### src/rtl/vram_pkg.sv
// Shared definitions for the VRAM arbiter: default widths, the CPU-side FSM
// state encoding, and the read-owner tag layout.
package vram_pkg;

  localparam int ADDR_W_DEF       = 13;
  localparam int DATA_W_DEF       = 8;
  localparam int STARVE_LIMIT_DEF = 64;

  typedef enum logic [2:0] {
    IDLE    = 3'd0,
    RD_WAIT = 3'd1,
    RD_ACK  = 3'd2,
    WR_ACK  = 3'd3,
    HOLD    = 3'd4
  } state_e;

  // Owner tag of an issued RAM read, laid out as {disp, cpu}.
  typedef logic [1:0] tag_t;

  localparam int   TAG_CPU_BIT  = 0;
  localparam int   TAG_DISP_BIT = 1;
  localparam tag_t TAG_NONE     = 2'b00;
  localparam tag_t TAG_CPU      = 2'b01;
  localparam tag_t TAG_DISP     = 2'b10;

endpackage

### src/rtl/vram_read_tag_pipe.sv
// Two-stage owner tag shift register that steers returning RAM read data to
// either the display or the CPU data register.
module vram_read_tag_pipe
  import vram_pkg::*;
#(
  parameter int DATA_W = DATA_W_DEF
) (
  input  logic              clk_pixel,
  input  logic              reset_n,
  input  tag_t              issue_tag,
  input  logic [DATA_W-1:0] ram_rdata,
  output logic [DATA_W-1:0] disp_data,
  output logic [DATA_W-1:0] cpu_rdata
);

  // tag_issue_q lines up with ram_addr, tag_data_q with ram_rdata.
  tag_t tag_issue_q;
  tag_t tag_data_q;

  // NOTE: non-blocking assignments make tag_data_q take the pre-edge value of
  // tag_issue_q, which is exactly the one-cycle shift the pipeline needs.
  always_ff @(posedge clk_pixel) begin
    if (!reset_n) begin
      tag_issue_q <= TAG_NONE;
      tag_data_q  <= TAG_NONE;
      disp_data   <= '0;
      cpu_rdata   <= '0;
    end else begin
      tag_issue_q <= issue_tag;
      tag_data_q  <= tag_issue_q;
      if (tag_data_q[TAG_DISP_BIT]) disp_data <= ram_rdata;
      if (tag_data_q[TAG_CPU_BIT])  cpu_rdata <= ram_rdata;
    end
  end

endmodule

### src/rtl/vram_arbiter.sv
// Single-port display RAM arbiter: display fetches have absolute priority,
// CPU accesses use a req/ack handshake and are tracked for starvation.
module vram_arbiter
  import vram_pkg::*;
#(
  parameter int ADDR_W       = ADDR_W_DEF,
  parameter int DATA_W       = DATA_W_DEF,
  parameter int STARVE_LIMIT = STARVE_LIMIT_DEF
) (
  input  logic              clk_pixel,
  input  logic              reset_n,
  input  logic              disp_rd,
  input  logic [ADDR_W-1:0] disp_addr,
  output logic [DATA_W-1:0] disp_data,
  input  logic              cpu_req,
  input  logic              cpu_we,
  input  logic [ADDR_W-1:0] cpu_addr,
  input  logic [DATA_W-1:0] cpu_wdata,
  output logic [DATA_W-1:0] cpu_rdata,
  output logic              cpu_ack,
  output logic              cpu_starved,
  output logic [ADDR_W-1:0] ram_addr,
  output logic              ram_we,
  output logic [DATA_W-1:0] ram_wdata,
  input  logic [DATA_W-1:0] ram_rdata
);

  localparam int               CNT_W    = $clog2(STARVE_LIMIT + 1);
  localparam logic [CNT_W-1:0] LIMIT    = CNT_W'(STARVE_LIMIT);
  localparam logic [CNT_W-1:0] LIMIT_M1 = CNT_W'(STARVE_LIMIT - 1);

  state_e           state;
  state_e           state_next;
  logic             grant;
  logic             wait_inc;
  logic             ack_next;
  tag_t             issue_tag;
  logic [CNT_W-1:0] wait_cnt;

  // NOTE: reset is synchronous, so it is tested inside the clocked branch and
  // is not part of the sensitivity list.
  always_ff @(posedge clk_pixel) begin
    if (!reset_n) state <= IDLE;
    else          state <= state_next;
  end

  // NOTE: each always_comb output is given a default first, so no path leaves
  // it unassigned and no latch is inferred.
  always_comb begin
    state_next = state;
    unique case (state)
      IDLE:    if (cpu_req && !disp_rd) state_next = cpu_we ? WR_ACK : RD_WAIT;
      RD_WAIT: state_next = RD_ACK;
      RD_ACK:  state_next = HOLD;
      WR_ACK:  state_next = HOLD;
      HOLD:    state_next = IDLE;
      default: state_next = IDLE;
    endcase
  end

  // The RAM port is only contended in IDLE; elsewhere the display may use it freely.
  always_comb begin
    grant     = (state == IDLE) && cpu_req && !disp_rd;
    wait_inc  = (state == IDLE) && cpu_req && disp_rd;
    ack_next  = (state == RD_ACK) || (state == WR_ACK);
    issue_tag = TAG_NONE;
    if (disp_rd)                issue_tag = TAG_DISP;
    else if (grant && !cpu_we)  issue_tag = TAG_CPU;
  end

  always_ff @(posedge clk_pixel) begin
    if (!reset_n) begin
      ram_addr  <= '0;
      ram_we    <= 1'b0;
      ram_wdata <= '0;
      cpu_ack   <= 1'b0;
    end else begin
      cpu_ack <= ack_next;
      ram_we  <= 1'b0;
      if (disp_rd) begin
        ram_addr <= disp_addr;
      end else if (grant) begin
        ram_addr  <= cpu_addr;
        ram_we    <= cpu_we;
        ram_wdata <= cpu_wdata;
      end
    end
  end

  // Wait counter saturates at the limit; the starvation flag is sticky until reset.
  always_ff @(posedge clk_pixel) begin
    if (!reset_n) begin
      wait_cnt    <= '0;
      cpu_starved <= 1'b0;
    end else if (grant) begin
      wait_cnt <= '0;
    end else if (wait_inc && (wait_cnt != LIMIT)) begin
      wait_cnt <= wait_cnt + 1'b1;
      if (wait_cnt == LIMIT_M1) cpu_starved <= 1'b1;
    end
  end

  vram_read_tag_pipe #(
    .DATA_W (DATA_W)
  ) u_read_tag_pipe (
    .clk_pixel (clk_pixel),
    .reset_n   (reset_n),
    .issue_tag (issue_tag),
    .ram_rdata (ram_rdata),
    .disp_data (disp_data),
    .cpu_rdata (cpu_rdata)
  );

endmodule
### config.mk
export PLATFORM = sky130hd
export DESIGN_NAME = vram_arbiter
export DESIGN_NICKNAME = d
export VERILOG_FILES = /design/src/rtl/vram_pkg.sv /design/src/rtl/vram_read_tag_pipe.sv /design/src/rtl/vram_arbiter.sv
export SDC_FILE = /design/constraint.sdc
export NUM_CORES = 1
export LEC_CHECK = 0
export BUFFER_PORTS_ARGS = -buffer_cell sky130_fd_sc_hd__buf_2
export CAP_MARGIN = 20
export CORE_AREA = 2 2 88 90
export CTS_CLUSTER_DIAMETER = 80
export CTS_CLUSTER_SIZE = 28
export DETAILED_ROUTE_END_ITERATION = 8
export DIE_AREA = 0 0 90 92
export PLACE_DENSITY = 0.53
export SYNTH_ARGS = -nofsm -noshare
export SYNTH_HDL_FRONTEND = slang
export SYNTH_HIERARCHICAL = 1
export SYNTH_SLANG_ARGS = --single-unit
### constraint.sdc
create_clock -name clk_pixel -period 2.6 [get_ports clk_pixel]
set_input_delay 0.26 -clock clk_pixel [delete_from_list [all_inputs] [get_ports clk_pixel]]
set_output_delay 0.26 -clock clk_pixel [all_outputs]
set_load 0.02 [all_outputs]
==> summary.txt, run 1 <==
Synthesis
  • Async SR Flop Fraction: 0%
  • Post-synth top flop: dfxtp_1
  • Syn Inst Count: 218
  • Area leader, netlist: dfxtp_1
  • Yosys top cell area share: between 40% and 50%
  • Synth warn: 6
  • Avg Cell Area, Syn: around 9.9 um2
  • Number of synthesized register bits: 54
  • Synth Cell Area: roughly 0.0022 mm2
  • Sequential cell area fraction in the yosys report: 49.9%
  • Syn Nets: between 200 and 300
  • Largest cells by area after synthesis: dfxtp_1 50%, mux2i_1 13%, nor2b_1 4.6%
  • Library cells used by synthesis: 34
  • EDFF count, synth: 0

Die
  • Die X-Extent: ~90 um
  • Die area: a little over 0.008 mm2
  • Initial core utilization: between 20% and 30%
  • Core area: approximately 0.0074 mm2
  • IO Pins: 87
  • Die Y: around 90 um
  • Number of cell rows: 32

Place
  • Placed instance count: 397
  • Placed Area: about 0.0027 mm2
  • Port Buf Inserts: 86
  • GP Congestion: 0.669
  • DP HPWL: 3440 um

Global route
  • First-pass GRT wire length: ~7600 um
  • Initial antenna violation count: 0
  • Tot GR Track Use: 11.4%
  • Largest net degree at the start of global routing: 33
  • Vias in the first global route: between 1.5k and 2k
  • GRT overflow: 0

Layout
  • Final std cells w/o fill: a little over 400
  • FF+latch area: 0.00108 mm2
  • Layout Nets: approximately 350
  • Area of the multi-input gates: around 1000 um2
  • Final instance area: between 0.002 and 0.003 mm2
  • Filler Cell Count: 811
  • Share of cells above drive strength 1: approximately 33%
  • Antenna Cells: 0
  • Synth-to-layout area growth: 28.9%

Power and ir drop
  • Pwr dens: around 600 mW/mm2
  • Max VDD drop: roughly 0.28 mV
  • Leak pwr: ~1.2 nW

Detailed routing
  • Initial DRC count: about 60
  • # DRC: 0
  • DR vias/cell: ~4.4
  • Final ANT Viol Nets: 0
  • Drt pass-1 iters: 4
  • WL final: around 4700 um
  • Routed WL per cell: 11.6 um
  • Via count: 1776

Clocking
  • Cts bufs inserted: 5
  • Clock slew at reported path FFs: ~100 ps
  • Worst-skew pair later-pin latency: about 300 ps
  • CTS sink cnt: 54
  • Post-CTS Setup Bufs: 0
  • CTS tree: built
  • CTS-repair resized insts: 0
  • Post-cts hold buffer count: 0
  • Clock root cell: clkbuf_8
  • Clk buf depth: 2
  • H-tree levels: 2

Worst setup path
  • Data required time of the critical path: between 2000 and 3000 ps
  • CP Capture Type: flop
  • CP startpoint kind: flop
  • Crit Path Category: flop to flop
  • Worst EP arrival: 1940 ps
  • Crit-path max FO: 9

STA
  • Slew headroom: approximately three fifths
  • Worst Max-Slew Pin Slew: 624 ps
  • TNS Setup: 0 ps
  • # setup viols final: 0
  • Clock Skew: roughly 12 ps
  • Unrepaired setup endpoints after global routing: no
  • Peak Freq: around 590 MHz
  • Final hold vios: 0
  • Part of the cycle the worst path needs: 65.2%
  • Min cycle time layout: between 1500 and 2000 ps
  • Max Slew Vio Count: 0
  • Worst hold slack: 176 ps

Job
  • Maxcap violations: 0

Min path
  • HP Class: primary input to flop

Status
  • Outcome: completed
==> cells by family after synthesis <==
kind of cell	count (synthesis)	synth area share (%)
AND/OR/NAND/NOR	65	17.1
AO/OA/AOI/OAI	51	14.4
buffers and inverters	17	4.04
multiplexers	29	13.4
flip-flops	54	49.9
adder cells (fa/ha/maj)	2	1.16
==> power breakdown <==
group	internal [mW]	switching, mW
clock network	0.288	0.273
logic	0.0968	0.121
registers	0.861	0.0212
==> per-stage QoR <==
stage	power, mW	util, %	setup slack (ps)
global route	1.74	37.5	744
floorplan	1.04	-	1260
finish	1.66	37.5	904
detailed placement	1.12	36.0	898
CTS	1.68	37.5	866
global placement	1.12	36.0	935
==> critical path, stage by stage, from the launching register on <==
cell and delay, ps:
dfxtp_1 360, nor4b_4 600, nand2_1 200, nor4_2 320, o21a_1 160
==> path summary, 6_finish.rpt <==
| check | from | endpoint | slack (ps) | depth (start not counted) |
|---|---|---|---|---|
| max | state[2]$_SDFFE_PN0P_ | wait_cnt[6]$_SDFFE_PP0P_ | 900 | 4 |
| min | cpu_wdata[6] | ram_wdata[6]$_SDFFE_PN0P_ | 180 | 3 |
| max reg2reg | state[2]$_SDFFE_PN0P_ | wait_cnt[6]$_SDFFE_PP0P_ | 900 | 4 |
| min reg2reg | u_read_tag_pipe/tag_issue_q[1]$_SDFF_PN0_ | u_read_tag_pipe/tag_data_q[1]$_SDFF_PN0_ | 440 | 1 |
==> synthesized netlist by cell type, types with 3 or more instances <==
cell type,n
dfxtp_1,54
o21a_1,4
mux2i_1,29
nor2b_1,16
a21boi_1,11
and3b_1,3
o21ai_0,15
inv_1,4
nand3_1,5
and2_1,6
nand2_1,24
o21ai_1,3
a21oi_1,13
clkbuf_1,8
==> final cells by class <==
type	instances	share of cell area [%]
Sequential cell	54	38.7
Clock inverter	2	1.34
Inverter	4	0.538
Timing Repair Buffer	90	16.5
Clock buffer	6	2.60
Multi-Input combinational cell	147	35.7
Tap cell	102	4.57
==> flip-flops by register name, summed over array words and instances, names as in the netlist <==
name,flops
ram_wdata,8
u_read_tag_pipe/disp_data,8
cpu_starved,1
u_read_tag_pipe/tag_issue_q,2
ram_addr,13
wait_cnt,7
state,3
u_read_tag_pipe/cpu_rdata,8
u_read_tag_pipe/tag_data_q,2
ram_we,1
cpu_ack,1
==> cell usage in the layout (no fill, tap or decap), types with 2 or more instances in the layout <==
cell      instances
and3b_1           3
ha_1              2
o21ai_1           3
dfxtp_1          54
nand3_1           5
buf_4             4
clkbuf_8          5
buf_2            86
and2_1            6
nor2b_1          16
a21oi_1          13
o21a_1            4
nand2_1          24
o21ai_0          15
inv_1             4
a21boi_1         11
mux2i_1          29
==> metal layers <==
| metal | vias to the layer above | track usage (%) | wire [um] |
|---|---|---|---|
| met5 | - | 0 | 0 |
| met4 | 0 | 3.46 | 38 |
| met3 | 4 | 3.78 | 320 |
| met2 | 63 | 17.4 | 1990 |
| met1 | 793 | 15.3 | 2350 |
| li1 | 916 | - | - |
No activity file was read; power rests on OpenSTA's default activity.
==> inputs of run 2 (changes only) <==
ABC_AREA = 1   (was not set)
CORE_AREA = 2 2 91 93   (was 2 2 88 90)
DIE_AREA = 0 0 93 95   (was 0 0 90 92)
PLACE_DENSITY = 0.54   (was 0.53)
clock period = 1.43 ns   (was 2.6 ns; I/O delays follow)
==> run 2 against run 1 <==
Net effect: cell count grew 29%; clock skew shrank 7.4 ps; count of clock-buffer cells in the layout up 1; critical endpoint is now wait_cnt[0]$_SDFFE_PP0P_; largest power group unchanged.
==> summary.txt, run 2 <==
Clocking
  • Clock slew at reported path FFs: 90 ps (about the same)
  • Cts bufs inserted: 5 (unchanged)
  • CTS sink cnt: 54 (unchanged)
  • CTS tree: built
  • H-tree levels: 2 (unchanged)
  • Clock root cell: clkbuf_8
  • Post-CTS Setup Bufs: 0 (unchanged)
  • CTS-repair resized insts: 0 (unchanged)
  • Post-cts hold buffer count: 0 (unchanged)
  • Clk buf depth: 2 (unchanged)
  • Worst-skew pair later-pin latency: 300 ps (about the same)

Worst setup path
  • FF-to-FF path depth: 7 (+3)
  • Data required time of the critical path: 1630 ps (-1220 ps)
  • Worst path cell trace: inv_1 > ha_1 > nand2_1 > nand3b_1 > nand2_2 > o21ai_1 > nor2_1
  • Crit-path max FO: 7 (-2)
  • CP startpoint kind: flop
  • CP Capture Type: flop
  • Worst EP arrival: 1470 ps (-470 ps)
  • Crit-path max cell delay: 390 ps (-210 ps)
  • Crit-path slowest cell: dfxtp_1
  • Crit Path Category: flop to flop

Synthesis
  • Synth Cell Area: 0.00230 mm2 (+6.4%)
  • Largest cells by area after synthesis: dfxtp_1 47%, nand2_1 20%, nor2_1 12%
  • Yosys top cell area share: 46.9% (-3.0 points)
  • Post-synth top cells: 120 x nand2_1, 72 x nor2_1, 54 x dfxtp_1
  • Synth warn: 6 (unchanged)
  • Post-synth top flop: dfxtp_1
  • Library cells used by synthesis: 27 (-21%)
  • Number of synthesized register bits: 54 (unchanged)
  • Sequential cell area fraction in the yosys report: 46.9% (-3.0 points)
  • Async SR Flop Fraction: 0% (unchanged)
  • Syn Nets: 380 (+42%)
  • EDFF count, synth: 0 (unchanged)
  • Syn Inst Count: 331 (+52%)
  • Count leader, synth: nand2_1
  • Area leader, netlist: dfxtp_1
  • Avg Cell Area, Syn: 6.96 um2 (-30%)

Place
  • DP Worst Slack: 188 ps (-710 ps)
  • Placed Area: 0.00280 mm2 (+4.5%)
  • DP HPWL: 3950 um (+15%)
  • Port Buf Inserts: 86 (unchanged)
  • Placed instance count: 513 (+29%)
  • GP Congestion: 0.752 (+12%)

Layout
  • Share of cells above drive strength 1: 26.2% (-7.1 points)
  • Synth-to-layout area growth: 26.2%
  • Final std cells w/o fill: 521 (+29%)
  • Max reg flops: 13 (unchanged)
  • Antenna Cells: 0 (unchanged)
  • Reg with most FFs: ram_addr
  • Most frequent cells in the layout: 120 x nand2_1, 86 x buf_2, 72 x nor2_1, 54 x dfxtp_1, 22 x inv_1
  • Finished Core Util: 36.7% (-0.79 points)
  • Most common cell after layout, fill and taps aside: nand2_1
  • Final instance area: 0.00291 mm2 (+4.2%)
  • Layout Nets: 464 (+32%)

Detailed routing
  • Final ANT Viol Nets: 0 (unchanged)
  • Via count: 2145 (+21%)
  • DR vias/cell: 4.12 (-6.1%)
  • WL final: 5210 um (+11%)
  • # DRC: 0 (unchanged)
  • Routed WL per cell: 9.99 um (-14%)
  • Initial DRC count: 26 (-56%)
  • Drt pass-1 iters: 4 (unchanged)

STA
  • Min cycle time layout: 1270 ps (-430 ps)
  • TNS Setup: 0 ps (unchanged)
  • Clock Skew: 4.15 ps (-7.43 ps)
  • Final worst slack: 164 ps (-740 ps)
  • Slew headroom: 67.0% (+8.8 points)
  • Worst Max-Slew Pin Slew: 494 ps (-130 ps)
  • Peak Freq: 790 MHz (+34%)
  • Worst hold slack: 28.4 ps (-147 ps)
  • Unrepaired setup endpoints after global routing: no
  • Max Slew Vio Count: 0 (unchanged)
  • Part of the cycle the worst path needs: 88.5% (+23 points)
  • # setup viols final: 0 (unchanged)
  • Final hold vios: 0 (unchanged)

Die
  • IO Pins: 87 (unchanged)
  • Die area: 0.00884 mm2 (+6.7%)
  • Core area: 0.00793 mm2 (+6.5%)
  • Die Y: 95 um (+3.3%)
  • Number of cell rows: 33 (+3.1%)
  • Initial core utilization: 29.1% (about the same)
  • Die X-Extent: 93 um (+3.3%)

Min path
  • HP Class: primary input to flop
  • Worst Hold Path Cells: 3 (unchanged)

Global route
  • GRT overflow: 0 (unchanged)
  • GRT met1 Usage: 14.1% (-1.2 points)
  • Vias in the first global route: 2125 (+31%)
  • Largest net degree at the start of global routing: 23 (-30%)
  • Tot GR Track Use: 12.5% (+1.1 points)
  • Met3 Resource Use GR: 3.75% (-0.029 points)
  • Busiest layer in global routing: met2
  • Met2 Use GR: 22.6% (+5.2 points)
  • Initial antenna violation count: 0 (unchanged)
  • First-pass GRT wire length: 8960 um (+17%)

Power and ir drop
  • Pwr dens: 1060 mW/mm2 (+79%)
  • Leak pwr: 1.52 nW (+24%)
  • Total power: 3.10 mW (+86%)
  • Max VDD drop: 0.580 mV (+110%)

Status
  • Outcome: completed

Job
  • Maxcap violations: 0 (unchanged)
run 2: critical path, delay by kind of cell, from the launching register on:
family | cells | cell delay [ps]
DFF | 1 | 390
and+or+nand+nor | 4 | 360
adders and majority gates | 1 | 210
AOI/OAI and AO/OA | 1 | 140
buffers and inverters | 1 | 70
run 2: area by class of cell:
type	instances	area, um2
well taps	105	131
clock buffers	7	76.3
inverters	25	96.3
repair buffers	91	468
fillers	898	5020
flip-flops and latches	54	1080
clock inverters	1	30.0
multi-input cells	238	1030
run 2: logic make-up (layout without fill, tap and decap cells):
group           Yosys count  in the layout  share of synthesized area [%]
simple gates            208            208                           36.7
flops                    54             54                           46.9
buf+inv                  39            124                           8.58
compound gates           25             25                           5.59
xor+xnor                  3              3                           1.14
fa+ha+maj                 2              2                           1.09
run 2: final timing paths:
kind / start / endpoint / slack (ps)
max: wait_cnt[0]$_SDFFE_PP0P_ / wait_cnt[0]$_SDFFE_PP0P_ / 160
min: cpu_wdata[5] / ram_wdata[5]$_SDFFE_PN0P_ / 30
max reg2reg: wait_cnt[0]$_SDFFE_PP0P_ / wait_cnt[0]$_SDFFE_PP0P_ / 160
min reg2reg: u_read_tag_pipe/tag_issue_q[1]$_SDFF_PN0_ / u_read_tag_pipe/tag_data_q[1]$_SDFF_PN0_ / 420
run 2: per-layer routing:
layer,share of wire (%),up-vias
li1,-,1168
met1,47,919
met2,46,51
met3,6.5,7
met4,1.2,0
met5,0,-
run 2: power by group:
part | internal (mW) | switching (mW)
registers | 1.58 | 0.0417
clock network | 0.525 | 0.479
logic | 0.178 | 0.294
total | 2.28 | 0.815
==> inputs of run 3 (changes only) <==
CTS_BUF_LIST = sky130_fd_sc_hd__clkbuf_8   (was not set)
==> run 3 against run 2 <==
Net effect: register-to-register slack is essentially flat; clock power is essentially flat; total power shrank 0.43%; critical path type unchanged; critical path depth is the same; first-iteration DRC count is the same; core utilization is the same; global-route usage is the same; largest power group unchanged.
==> summary.txt, run 3 (same netlist as run 2, synthesis figures left out) <==
Global route
  • GRT overflow: 0 (unchanged)
  • First-pass GRT wire length: 8960 um (unchanged)
  • Largest net degree at the start of global routing: 23 (unchanged)
  • Initial antenna violation count: 0 (unchanged)
  • Vias in the first global route: 2125 (unchanged)
  • Tot GR Track Use: 12.5% (unchanged)

Power and ir drop
  • Leak pwr: 1.52 nW (+0.55%)
  • Max VDD drop: 0.580 mV (about the same)
  • Pwr dens: 1060 mW/mm2 (-0.43%)

Clocking
  • CTS sink cnt: 54 (unchanged)
  • CTS tree: built
  • Clock slew at reported path FFs: 90 ps (about the same)
  • Post-cts hold buffer count: 0 (unchanged)
  • Clock root cell: clkbuf_8
  • H-tree levels: 2 (unchanged)
  • Post-CTS Setup Bufs: 0 (unchanged)
  • CTS-repair resized insts: 0 (unchanged)
  • Clk buf depth: 2 (unchanged)
  • Worst-skew pair later-pin latency: 300 ps (about the same)
  • Cts bufs inserted: 5 (unchanged)

Worst setup path
  • Crit-path max FO: 7 (unchanged)
  • R2r setup slk: 160 ps (about the same)
  • Crit-path slowest cell: dfxtp_1
  • Worst EP arrival: 1470 ps (about the same)
  • Worst path cell trace: inv_1 > ha_1 > nand2_1 > nand3b_1 > nand2_2 > o21ai_1 > nor2_1
  • CP Capture Type: flop
  • Crit-path leading delay family: flip-flops
  • FF-to-FF path depth: 7 (unchanged)
  • Worst r2r dst: wait_cnt[0]$_SDFFE_PP0P_
  • Setup crit start: wait_cnt[0]$_SDFFE_PP0P_
  • Crit Reg-Reg Startpoint: wait_cnt[0]$_SDFFE_PP0P_
  • Crit Path Category: flop to flop
  • Levels on crit path: 7 (unchanged)
  • Data required time of the critical path: 1630 ps (about the same)
  • Critical Path End: wait_cnt[0]$_SDFFE_PP0P_
  • Crit-path max cell delay: 390 ps (about the same)
  • Worst path buffer plus inverter count: 1 (unchanged)
  • CP startpoint kind: flop

STA
  • Worst hold slack: 28.4 ps (-0.00290 ps)
  • Final worst slack: 164 ps (unchanged)
  • Unrepaired setup endpoints after global routing: no
  • Max Slew Vio Count: 0 (unchanged)
  • Slew headroom: 67.0% (about the same)
  • Part of the cycle the worst path needs: 88.5% (unchanged)
  • TNS Setup: 0 ps (unchanged)
  • Final hold vios: 0 (unchanged)
  • Min cycle time layout: 1270 ps (unchanged)
  • Clock Skew: 4.15 ps (+0.0000300 ps)
  • Peak Freq: 790 MHz (unchanged)
  • Worst Max-Slew Pin Slew: 494 ps (+0.0647 ps)
  • # setup viols final: 0 (unchanged)

Die
  • Number of cell rows: 33 (unchanged)
  • Die area: 0.00884 mm2 (unchanged)
  • Die Y: 95 um (unchanged)
  • Core area: 0.00793 mm2 (unchanged)
  • Initial core utilization: 29.1% (unchanged)
  • Die X-Extent: 93 um (unchanged)
  • IO Pins: 87 (unchanged)

Layout
  • Final instance area: 0.00291 mm2 (unchanged)
  • Final std cells w/o fill: 521 (unchanged)
  • Most common cell after layout, fill and taps aside: nand2_1
  • Layout Nets: 464 (unchanged)
  • Most frequent cells in the layout: 120 x nand2_1, 86 x buf_2, 72 x nor2_1, 54 x dfxtp_1, 24 x inv_1
  • Filler Cell Count: 898 (unchanged)
  • Reg with most FFs: ram_addr
  • Synth-to-layout area growth: 26.2% (unchanged)
  • Max reg flops: 13 (unchanged)
  • Share of cells above drive strength 1: 26.2% (unchanged)
  • Antenna Cells: 0 (unchanged)

Place
  • DP HPWL: 3950 um (unchanged)
  • GP Congestion: 0.752 (unchanged)
  • DP Worst Slack: 188 ps (unchanged)
  • Port Buf Inserts: 86 (unchanged)
  • Placed Area: 0.00280 mm2 (unchanged)
  • Placed instance count: 513 (unchanged)

Status
  • Outcome: completed

Detailed routing
  • Final ANT Viol Nets: 0 (unchanged)
  • # DRC: 0 (unchanged)
  • Routed WL per cell: 9.99 um (unchanged)
  • Initial DRC count: 26 (unchanged)
  • DR vias/cell: 4.12 (unchanged)
  • WL final: 5210 um (unchanged)
  • Drt pass-1 iters: 4 (unchanged)
  • Via count: 2145 (unchanged)

Job
  • Maxcap violations: 0 (unchanged)

Min path
  • HP Class: primary input to flop
## run 3: changes by cell type in the layout (fill, tap and decap cells not counted)
cell      before  now
inv_1         22   24
clkbuf_1       2    0
## run 3: report_power, final
group,switching (mW),leakage (nW),internal (mW)
clock network,0.480,0.0607,0.511
logic,0.294,1.02,0.178
registers,0.0417,0.442,1.58
## run 3: worst min-delay path by stage
| stage | startpoint | endpoint | slack, ps | cells after the start |
|---|---|---|---|---|
| floorplan | disp_rd | u_read_tag_pipe/tag_issue_q[1]$_SDFF_PN0_ | 240 | 2 |
| global placement | cpu_wdata[7] | ram_wdata[7]$_SDFFE_PN0P_ | 330 | 3 |
| detailed placement | cpu_wdata[7] | ram_wdata[7]$_SDFFE_PN0P_ | 330 | 3 |
| CTS | cpu_wdata[5] | ram_wdata[5]$_SDFFE_PN0P_ | 20 | 3 |
| global route | cpu_wdata[5] | ram_wdata[5]$_SDFFE_PN0P_ | 30 | 3 |
| finish | cpu_wdata[5] | ram_wdata[5]$_SDFFE_PN0P_ | 30 | 3 |
## run 3: layer usage
metal,global-route usage (%),wire (um)
met5,0,0
met4,3.80,60
met3,3.75,336
met2,22.6,2380
met1,14.1,2430
## run 3: cell type report
class | count | area [um2] | area share, %
sequential | 54 | 1080 | 37.2
multi-input combinational | 238 | 1030 | 35.3
timing repair buffer | 91 | 468 | 16.1
tap | 105 | 131 | 4.52
inverter | 25 | 96.3 | 3.31
clock buffer | 5 | 68.8 | 2.37
clock inverter | 3 | 37.5 | 1.29
## run 3: worst min-delay path: stages
cell and delay [ps]:
buf_2 70, nand2_1 40, nand2_1 40
## run 3: per-stage QoR
stage	power [mW]	util, %
after floorplan	1.96	-
after global placement	2.13	35.4
after detailed placement	2.14	35.4
after CTS	3.14	36.7
after global routing	3.26	36.7
final	3.08	36.7
